===== config.mk =====
export PLATFORM = sky130hd
export DESIGN_NAME = coord_intersect
export DESIGN_NICKNAME = d
export VERILOG_FILES = /design/src/rtl/coord_intersect.sv
export SDC_FILE = /design/constraint.sdc
export NUM_CORES = 1
export LEC_CHECK = 0
export ABC_AREA = 1
export ABC_CLOCK_PERIOD_IN_PS = 3600
export CAP_MARGIN = 25
export CELL_PAD_IN_SITES_DETAIL_PLACEMENT = 0
export CELL_PAD_IN_SITES_GLOBAL_PLACEMENT = 1
export CORE_ASPECT_RATIO = 0.75
export CORE_UTILIZATION = 32
export DETAILED_ROUTE_END_ITERATION = 16
export GPL_ROUTABILITY_DRIVEN = 0
export PLACE_DENSITY = 0.77
export SLEW_MARGIN = 5
export SYNTH_ARGS = -nofsm -noshare
export SYNTH_HDL_FRONTEND = slang
export SYNTH_SLANG_ARGS = --single-unit

===== constraint.sdc =====
create_clock -name clk -period 3.6 [get_ports clk]
set_clock_uncertainty 0.1 [all_clocks]
set_input_delay 0.72 -clock clk [delete_from_list [all_inputs] [get_ports clk]]
set_output_delay 0.72 -clock clk [all_outputs]
set_load 0.02 [all_outputs]

===== src/rtl/coord_intersect.sv =====
// coord_intersect: merges two ascending sparse coordinate streams and emits
// value pairs plus their product at every coordinate present in both.
module coord_intersect #(
    parameter int COORD_W = 4,
    parameter int VAL_W   = 8
) (
    input  logic                 clk,
    input  logic                 rst,
    input  logic                 a_valid,
    output logic                 a_ready,
    input  logic [COORD_W-1:0]   a_coord,
    input  logic [VAL_W-1:0]     a_value,
    input  logic                 a_last,
    input  logic                 b_valid,
    output logic                 b_ready,
    input  logic [COORD_W-1:0]   b_coord,
    input  logic [VAL_W-1:0]     b_value,
    input  logic                 b_last,
    output logic                 out_valid,
    input  logic                 out_ready,
    output logic [COORD_W-1:0]   out_coord,
    output logic [VAL_W-1:0]     out_a,
    output logic [VAL_W-1:0]     out_b,
    output logic [2*VAL_W-1:0]   out_prod,
    output logic                 done,
    output logic [COORD_W:0]     match_cnt
);
    typedef enum logic [1:0] {RUN, DRAIN, DONE} state_t;

    state_t               state_q, state_d;
    logic                 a_fin_q, a_fin_d, b_fin_q, b_fin_d;
    logic                 out_valid_q, out_valid_d;
    logic [COORD_W-1:0]   out_coord_q, out_coord_d;
    logic [VAL_W-1:0]     out_a_q, out_a_d, out_b_q, out_b_d;
    logic [2*VAL_W-1:0]   out_prod_q, out_prod_d;
    logic [COORD_W:0]     cnt_q, cnt_d, match_cnt_q, match_cnt_d;
    logic                 slot_free, load, a_pop, b_pop;
    logic [2*VAL_W-1:0]   prod;

    assign prod = (2*VAL_W)'(a_value) * (2*VAL_W)'(b_value);

    always_comb begin
        slot_free   = !out_valid_q || out_ready;
        load        = 1'b0;
        a_pop       = 1'b0;
        b_pop       = 1'b0;
        state_d     = state_q;
        match_cnt_d = match_cnt_q;
        if (state_q == RUN) begin
            // once one side has finished, the other is simply flushed
            if (a_fin_q)
                b_pop = b_valid;
            else if (b_fin_q)
                a_pop = a_valid;
            else if (a_valid && b_valid) begin
                a_pop = (a_coord < b_coord) || (a_coord == b_coord && slot_free);
                b_pop = (a_coord > b_coord) || (a_coord == b_coord && slot_free);
                load  = (a_coord == b_coord) && slot_free;
            end
        end
        a_fin_d     = a_fin_q || (a_pop && a_last);
        b_fin_d     = b_fin_q || (b_pop && b_last);
        cnt_d       = cnt_q + (COORD_W+1)'(load);
        out_valid_d = load || (out_valid_q && !out_ready);
        out_coord_d = load ? a_coord : out_coord_q;
        out_a_d     = load ? a_value : out_a_q;
        out_b_d     = load ? b_value : out_b_q;
        out_prod_d  = load ? prod : out_prod_q;
        case (state_q)
            RUN:     state_d = (a_fin_d && b_fin_d) ? DRAIN : RUN;
            DRAIN:   state_d = slot_free ? DONE : DRAIN;
            default: begin
                state_d     = RUN;
                match_cnt_d = cnt_q;
                cnt_d       = '0;
                a_fin_d     = 1'b0;
                b_fin_d     = 1'b0;
            end
        endcase
    end

    always_ff @(posedge clk or negedge rst) begin
        if (!rst) begin
            state_q     <= RUN;
            a_fin_q     <= 1'b0;
            b_fin_q     <= 1'b0;
            out_valid_q <= 1'b0;
            out_coord_q <= '0;
            out_a_q     <= '0;
            out_b_q     <= '0;
            out_prod_q  <= '0;
            cnt_q       <= '0;
            match_cnt_q <= '0;
        end else begin
            state_q     <= state_d;
            a_fin_q     <= a_fin_d;
            b_fin_q     <= b_fin_d;
            out_valid_q <= out_valid_d;
            out_coord_q <= out_coord_d;
            out_a_q     <= out_a_d;
            out_b_q     <= out_b_d;
            out_prod_q  <= out_prod_d;
            cnt_q       <= cnt_d;
            match_cnt_q <= match_cnt_d;
        end
    end

    // readies are combinational, so they are masked while reset is held
    assign a_ready   = rst && a_pop;
    assign b_ready   = rst && b_pop;
    assign out_valid = out_valid_q;
    assign out_coord = out_coord_q;
    assign out_a     = out_a_q;
    assign out_b     = out_b_q;
    assign out_prod  = out_prod_q;
    assign done      = (state_q == DONE);
    assign match_cnt = match_cnt_q;
endmodule


* After elaboration in Yosys (flattened, before gate mapping)
Index checks and enable logic that the tools add are counted.
** Storage, ports and cells
- Register bits :: 51
- Word-level logic and storage cells :: 53
- Output and inout bits :: 45
- Input bits :: 31
** Cells by class
- $add $sub $neg :: 1
- Reductions and logical operators :: 18
- Muxes and demuxes :: 18
- Eq/ne operators :: 3
- $mul :: 1
- $lt $le $gt $ge :: 2
** Operators by type and width (number)
- $mul 8x8->16 :: 1
- $mux 1 :: 15
- $logic_and 1x1->1 :: 8
- $logic_or 1x1->1 :: 6
- $add 5x1->5 :: 1
- $mux 5 :: 1
- $eq 4x4->1 :: 1
- $gt 4x4->1 :: 1
- $lt 4x4->1 :: 1
- $pmux 2 s2 :: 1
- $eq 2x1->1 const B :: 1
- $eq 2x2->1 const B :: 1
- $logic_not 1->1 :: 2
- $logic_not 2->1 :: 1
- $mux 2 :: 1
- $reduce_or 2->1 :: 1

* Logic depth before layout (Yosys ltp)
Gate-level depths: netlist of the first run.
- Depth in word-level cells :: 13
- Depth in mapped cells :: 21
- Gate-level depth less buffers :: 20

* Worst setup path before layout of the first run
Ideal clock, no wire load.
- Path kind :: input to register
- Start point :: input port b_value[7]
- End point :: register out_prod_q[12] (netlist: out_prod[12])
- Setup time :: 117 ps
- Data arrival time :: 4237 ps
- Cell stages on the path :: 19
- Setup slack :: -855 ps
- Required time :: 3383 ps
- Cell sequence :: clkbuf_1 > nand2_1 > fa_1 > fa_1 > inv_1 > fa_1 > inv_1 > fa_1 > inv_1 > ha_1 > nand2_1 > nor2_1 > nand2_1 > nand3_1 > nand2_1 > nand2_1 > nand2_1 > nand3_1 > nand2_1
** On the way
- Longest elaborated chain between the ends :: 1
** Ends and longest elaborated chain
- start, declared :: line 17 : input logic [VAL_W-1:0] b_value,
- $mul 8x8->16 :: line 40 : assign prod = (2*VAL_W)'(a_value) * (2*VAL_W)'(b_value);
- end signal, assigned :: line 102 : out_prod_q <= out_prod_d;
- end, declared :: line 35 : logic [2*VAL_W-1:0] out_prod_q, out_prod_d;
No other way between the ends.
A chain may end at the register's enable or synchronous reset.

* Final worst setup path of the first run
- Start point :: input port b_value[6]
- End point :: register out_prod_q[14] (netlist: out_prod[14])
The elaborated chain is that of the path after synthesis.

==> impl_results.md, run 1 <==
- CP startpoint: b_value[6]
- Sequential share of power: 22.5%
- Nature of the critical path endpoint: flop
- Mapped Area: 4440 um^2
- N_diodes: 0
- Vias per inst: 4.48
- Final nets: 824
- Post-synth top flop: dfrtp_1
- Layout cells sized above 1: 23.5%
- Clk_lat worst skew: 0.29 ns
- Root Buffer: clkbuf_16
- Fin crit period: 3.98 ns
- Worst vdd ir: 0.000278 V
- Mapped Avg Cell Area: 7.51 um^2
- Routed length per instance: 13.2 um
- Boundary pin count: 76
- Failing checks: negative setup slack
- Port bufs: 75
- Worst-Margin Slew: 0.720 ns
- Core area: 13,200 um^2
- Die height: 104 um
- Fin. max-slew vios: 0
- Worst R2R Path Depth: 8
- Final ANT Viol Nets: 0
- Max Fclk: 251 MHz
- Total power: 3.73 mW
- HP Class: flop to flop
- CP delay by family, top: adder cells
- Global-route wire length before repair: 20.1 mm
- Maximum fanout along the worst path: 5
- Hold depth: 2
- Fin util: 47.5%
- Worst path arrival time: 4.06 ns
- Layout area overhead: 41.8%
- Net Switching: 1.56 mW
- Initial antenna violation count: 0
- GR Overflow Total: 0
- Instance count on the critical path: 20
- DIE AREA: 14,300 um^2
- CP peak stage delay: 0.57 ns
- Register area share after synthesis: 28.8%
- Detailed Routing Iterations Pass 1: 4
- Number of synthesized flops with an enable pin: 0
- Critical path's slowest cell: fa_2
- Status: finished with violations
- WS Path Type: input pin to flop
- Clock transition at path regs: 0.07 ns
- Number of global-route vias before repair: 4,060
- Final period util: 111%
- # clock sinks: 51
- Total number of vias: 3,978
- RR Startpoint: state_q[1]$_DFF_PN0_
- Max-capacitance violation count: 0
- Setup TNS: -2.88 ns
- FP Rows: 36
- Commonest non-fill, non-tap cell in the layout: nand2_1
- Filler cells: 1,322
- Die X-Extent: 138 um
- Sequential Area: 1280 um^2
- Pin count of the biggest net entering global routing: 52
- Slew HR: 51.9%
- TritonCTS clock tree: done
- WP data required: 3.68 ns
- Clock Path Buffers: 2
- RSZ-0062 raised after global routing: true
- Startpoint Class: input pin
- Setup ws final: -0.380 ns
- CP endpoint: out_prod[14]$_DFFE_PN0P_
- 1st-iter DRT viols: 144
- CTS Buf Count: 5
- Worst r2r dst: out_prod[6]$_DFFE_PN0P_
- Setup violators final: 10
- Count of cell types in the netlist: 28
- Multi-input gate area: 2810 um^2
- Comb pwr share: 64.2%
- Power density cells: 593 nW/um^2
- CP Cell Sequence: buf_6, buf_6, nand2_2, inv_2, fa_2, fa_1, fa_1, inv_1, fa_1, inv_2, ha_4, nand2_1, nor2_2, nand2_2, nand3_4, nand2_2, nand2_1, nand2_1, nand3_1, nand2_1
- Bufs and invs on worst path: 5
- Post-DP HPWL: 9.25 mm
- Initial Utilization: 33.5%
- Clock power frac: 13.2%
- Syn_nets: 700
- Most used cell, CP: nand2_1
- Cell count after placement: 868
- Yosys warns: 0
- Leak: 3.62 nW
- Min-Delay Startpoint: out_b[7]$_DFFE_PN0P_
- DRC errors left: 0
- Most frequent cells in the layout: 179 x nand2_1, 122 x inv_1, 56 x clkdlybuf4s50_1
- Post-synthesis instance total: 591
- Cell Count, Final, Fillers Out: 887
- Ys async rst share: 100%
- WL final: 11.7 mm
- Total Routing Usage GR: 17.8%
- Pint: 2.17 mW
- R2r setup slk: 1.43 ns
- Hold Violations, Final: 0
- Pre-CTS WS: -1.22 ns
- Count of state elements after synthesis: 51
- Htree depth: 2
- Sw Share: 41.9%
[metal layers]
| metal | GRT usage, % | part of all wire [%] | vias to the layer above |
|---|---|---|---|
| met3 | 3.27 | 4.1 | 14 |
| li1 | - | - | 1990 |
| met1 | 25.5 | 49 | 1899 |
| met2 | 27.9 | 46 | 75 |
| met5 | 0 | 0 | - |
| met4 | 3.11 | 1.1 | 0 |
[timing repair]
action | CTS | global route
pin swaps | 53 | 29
endpoints found under the setup margin | 12 | 13
buffers inserted | 14 | 1
resized for setup | 112 | 38
hold buffers | 0 | 0
[tightest hold or removal path, stage by stage (launching register included)]
cell and delay, ns:
dfrtp_1 0.35, nand2_1 0.05, nand2_1 0.04
[Yosys cell counts, types with 2 or more instances]
cell type / instances / area [um^2]
a21oi_1: 16 / 80.1
a21oi_2: 2 / 17.5
buf_2: 3 / 15.0
buf_4: 2 / 15.0
clkbuf_1: 18 / 67.6
dfrtp_1: 51 / 1280
fa_1: 36 / 721
ha_1: 42 / 526
inv_1: 139 / 522
nand2_1: 203 / 762
nand3_1: 19 / 95.1
nand4_1: 4 / 25.0
nor2_1: 17 / 63.8
nor3_1: 8 / 40.0
o21ai_0: 14 / 70.1
o21ai_1: 2 / 10.0
xnor2_1: 4 / 35.0
[sequential cells by signal (all words and copies together), names as in the netlist]
name,cells
out_prod,16
a_fin_q,1
cnt_q,5
state_q,2
out_a,8
match_cnt,5
out_coord,4
b_fin_q,1
out_b,8
out_valid,1
[power groups by stage]
stage / Combinational (mW) / Sequential, mW / Clock (mW)
6_report: 2.40 / 0.840 / 0.494
4_1_cts: 2.28 / 0.842 / 0.514
3_3_place_gp: 2.05 / 0.846 / 0
3_5_place_dp: 2.08 / 0.851 / 0
5_1_grt: 2.64 / 0.863 / 0.535
2_1_floorplan: 1.09 / 0.993 / 0
[cells by family after synthesis]
logic type,share of synthesized area [%]
AOI/OAI and AO/OA,4.60
xor gates and xnor gates,0.987
adders and majority gates,28.1
buffers and inverters,14.4
DFF,28.8
and+or+nand+nor,23.2
[through the flow]
stage | area (um^2) | hold slack (ns)
after floorplan | 4670 | 0.324
after global placement | 5810 | 0.354
after detailed placement | 5810 | 0.359
after CTS | 6150 | 0.376
after global routing | 6290 | 0.398
final | 6290 | 0.372
[final cells by class]
cell class / instances / area share, %
tap: 171 / 3.40
clock buffer: 6 / 2.21
inverter: 140 / 8.35
clock inverter: 2 / 0.259
sequential: 51 / 20.3
multi-input combinational: 375 / 44.7
timing repair buffer: 142 / 20.8
[worst min-delay path by stage]
stage                                to
3_3_place_gp   out_coord[2]$_DFFE_PN0P_
4_1_cts            out_b[7]$_DFFE_PN0P_
5_1_grt            out_a[7]$_DFFE_PN0P_
6_report           out_b[7]$_DFFE_PN0P_
2_1_floorplan         a_fin_q$_DFF_PN0_
3_5_place_dp       out_b[7]$_DFFE_PN0P_
No activity file was read; power rests on OpenSTA's default activity.
==> run 2, diff against run 1 <==
- ABC_AREA: 1 -> 0
- PLACE_DENSITY: 0.77 -> 0.75
- SKIP_LAST_GASP: not set -> 1
==> impl_results.md, run 2 <==
- Hold Violations, Final: 0
- Mapped Area: 4250 um^2
- Fin crit period: 4.42 ns
- Critical path's slowest cell: fa_1
- N_diodes: 0
- Top post-synthesis cells by count: 97 x nand2_1, 56 x and2_1, 53 x inv_1
- Initial antenna violation count: 0
- Cell taking the most area after synthesis: dfrtp_1
- Maximum fanout along the worst path: 5
- CP Cell Sequence: buf_8, buf_6, buf_12, nand2_8, fa_1, fa_1, inv_1, fa_1, inv_2, fa_1, inv_2, ha_4, o211ai_1, buf_4, a21oi_1, a221oi_2, xor2_1, o21ai_1
- Startpoint Class: input pin
- Detailed Routing Iterations Pass 1: 4
- Vias per inst: 4.52
- Total Routing Usage GR: 17.3%
- Final nets: 703
- # clock sinks: 51
- Final period util: 123%
- Multi-input gate area: 2970 um^2
- DP Area: 5660 um^2
- Worst path arrival time: 4.49 ns
- Syn_nets: 567
- Hold_buf cts: 0
- Total power: 3.64 mW
- Boundary pin count: 76
- Clock transition at path regs: 0.07 ns
- Setup ws final: -0.817 ns
- Max-capacitance violation count: 0
- FP Rows: 36
- Port bufs: 75
- Count of state elements after synthesis: 51
- Pin count of the biggest net entering global routing: 51
- WP data required: 3.67 ns
- Share of the synthesized area in the top cell type: 30.0%
- Global-route wire length before repair: 18.4 mm
- Total number of vias: 3,463
- Layout cells sized above 1: 23.7%
- Count of cell types in the netlist: 40
- GR Overflow Total: 0
- Register area share after synthesis: 30.0%
- DIE AREA: 13,800 um^2
- Most frequent cell after synthesis: nand2_1
- Post-synthesis instance total: 458
- Slew HR: 67.4%
- WL final: 10.9 mm
- Htree depth: 2
- Die X-Extent: 135 um
- Setup TNS: -6.72 ns
- Failing checks: negative setup slack
- Final ANT Viol Nets: 0
- Number of global-route vias before repair: 3,652
- Commonest non-fill, non-tap cell in the layout: nand2_1
- CTS Buf Count: 5
- Worst vdd ir: 0.000303 V
- 1st-iter DRT viols: 120
- Clk_lat worst skew: 0.29 ns
- Mapped Avg Cell Area: 9.28 um^2
- Ys async rst share: 100%
- CP delay by family, top: adder cells
- Max Fclk: 226 MHz
- Fin. max-slew vios: 0
- Layout area overhead: 41.9%
- CP peak stage delay: 0.52 ns
- TritonCTS clock tree: done
- Filler cells: 1,240
- Largest register FFs: 16
- WS Path Type: input pin to flop
- Cell count after placement: 744
- Post-synth top flop: dfrtp_1
- Power density cells: 603 nW/um^2
- Status: finished with violations
- Final instance area: 6030 um^2
- Sequential Area: 1280 um^2
- Clock Path Buffers: 2
- Yosys warns: 0
- Root Buffer: clkbuf_16
- Cell Count, Final, Fillers Out: 766
- Routed length per instance: 14.2 um
- Worst-Margin Slew: 0.489 ns
- Worst R2R Path Depth: 9
- Setup violators final: 10
- Die height: 102 um
- Number of synthesized flops with an enable pin: 0
- Most used cell, CP: fa_1
- Most frequent cells in the layout: 94 x nand2_1, 56 x clkdlybuf4s50_1, 54 x buf_4
- DRC errors left: 0
- Post-DP HPWL: 8.53 mm
- Leak: 3.03 nW
- Nature of the critical path endpoint: flop
- Largest cells by area after synthesis: dfrtp_1 30%, fa_1 17%, ha_1 12%
- Initial Utilization: 32.8%
- HP Class: input pin to asynchronous set/reset pin
- Instance count on the critical path: 18
- Bufs and invs on worst path: 7
- RSZ-0062 raised after global routing: true
- Core area: 13,000 um^2
[run 2: cell types whose count changed in the layout (fill, tap and decap cells not counted), moves of 6 or more]
cell     before  now
and2_1        0   47
nor2b_1       0    9
nand3_1      17    4
nand2_1     179   94
and2_4        0    9
inv_2        18    7
inv_1       122   47
buf_6        20   10
buf_2         3   10
xor2_1        0    6
a21oi_1      11    4
nand2_2      23    2
[run 2: worst paths after layout]
path,start,end,slack (ns)
setup / recovery,a_value[2],out_prod[14]$_DFFE_PN0P_,-0.82
hold / removal,rst,out_coord[2]$_DFFE_PN0P_,0.27
setup reg to reg,state_q[0]$_DFF_PN0_,cnt_q[4]$_DFF_PN0_,1.28
hold reg to reg,out_coord[2]$_DFFE_PN0P_,out_coord[2]$_DFFE_PN0P_,0.37
max in group asynchronous,rst,match_cnt[3]$_DFFE_PN0N_,2.34
min in group clk,out_coord[2]$_DFFE_PN0P_,out_coord[2]$_DFFE_PN0P_,0.37
[run 2: metrics by stage]
stage               worst slack, ns  util (%)  hold slack (ns)
floorplan                    -0.565         -            0.324
global placement              -1.51      43.6            0.354
detailed placement            -1.60      43.6            0.363
CTS                          -0.885      46.2            0.276
global route                 -0.922      46.5            0.286
finish                       -0.817      46.5            0.266
[run 2: timing repair]
| item | CTS | global route |
|---|---|---|
| gates resized for setup | 90 | 17 |
| gates cloned | 1 | 0 |
| setup buffers | 14 | 2 |
| pin swaps | 26 | 25 |
| endpoints found under the setup margin | 14 | 13 |
| endpoints found under the hold margin | 0 | 0 |
[run 2: where the power goes]
group	internal [mW]	total, mW	leakage (nW)	switching (mW)
Clock	0.279	0.489	0.0741	0.211
Sequential	0.729	0.829	0.693	0.101
Combinational	1.18	2.32	2.26	1.14
[run 2: area by class of cell]
type	instances	share of cell area, %
Clock buffer	7	2.36
Clock inverter	1	0.145
Inverter	54	3.36
Multi-Input combinational cell	343	49.1
Sequential cell	51	21.1
Tap cell	171	3.55
Timing Repair Buffer	139	20.3
[run 2: worst reg2reg max path, cell delays in order (launching register included)]
cell and delay [ns]:
dfrtp_1 0.44, nor4b_4 0.33, nand3b_1 0.16, or3_1 0.40, inv_2 0.09, ha_1 0.18
ha_1 0.20, nand3_1 0.10, xor2_1 0.15, nor2_1 0.12
[run 2: layer usage]
| layer | part of all wire, % | global-route usage, % | up-vias | routed length, um |
|---|---|---|---|---|
| met5 | 0 | 0 | - | 0 |
| met3 | 4.0 | 3.27 | 15 | 437 |
| met2 | 44 | 26.9 | 74 | 4760 |
| met1 | 51 | 24.6 | 1644 | 5490 |
| li1 | - | - | 1730 | - |
| met4 | 1.7 | 4.67 | 0 | 184 |
[run 2: cells by family after synthesis]
family                     count (synthesis)  share of synthesized area, %
and+or+nand+nor                          197                          22.5
adders and majority gates                 78                          29.3
buffers and inverters                     64                          6.50
DFF                                       51                          30.0
AOI/OAI and AO/OA                         50                          7.71
xor gates and xnor gates                  13                          2.68
muxes                                      5                          1.32
==> run 3, diff against run 2 <==
- CAP_MARGIN: 25 -> 20
==> results of run 3 <==
Same layout as run 2: the final DEF is identical, and so are final timing and power.
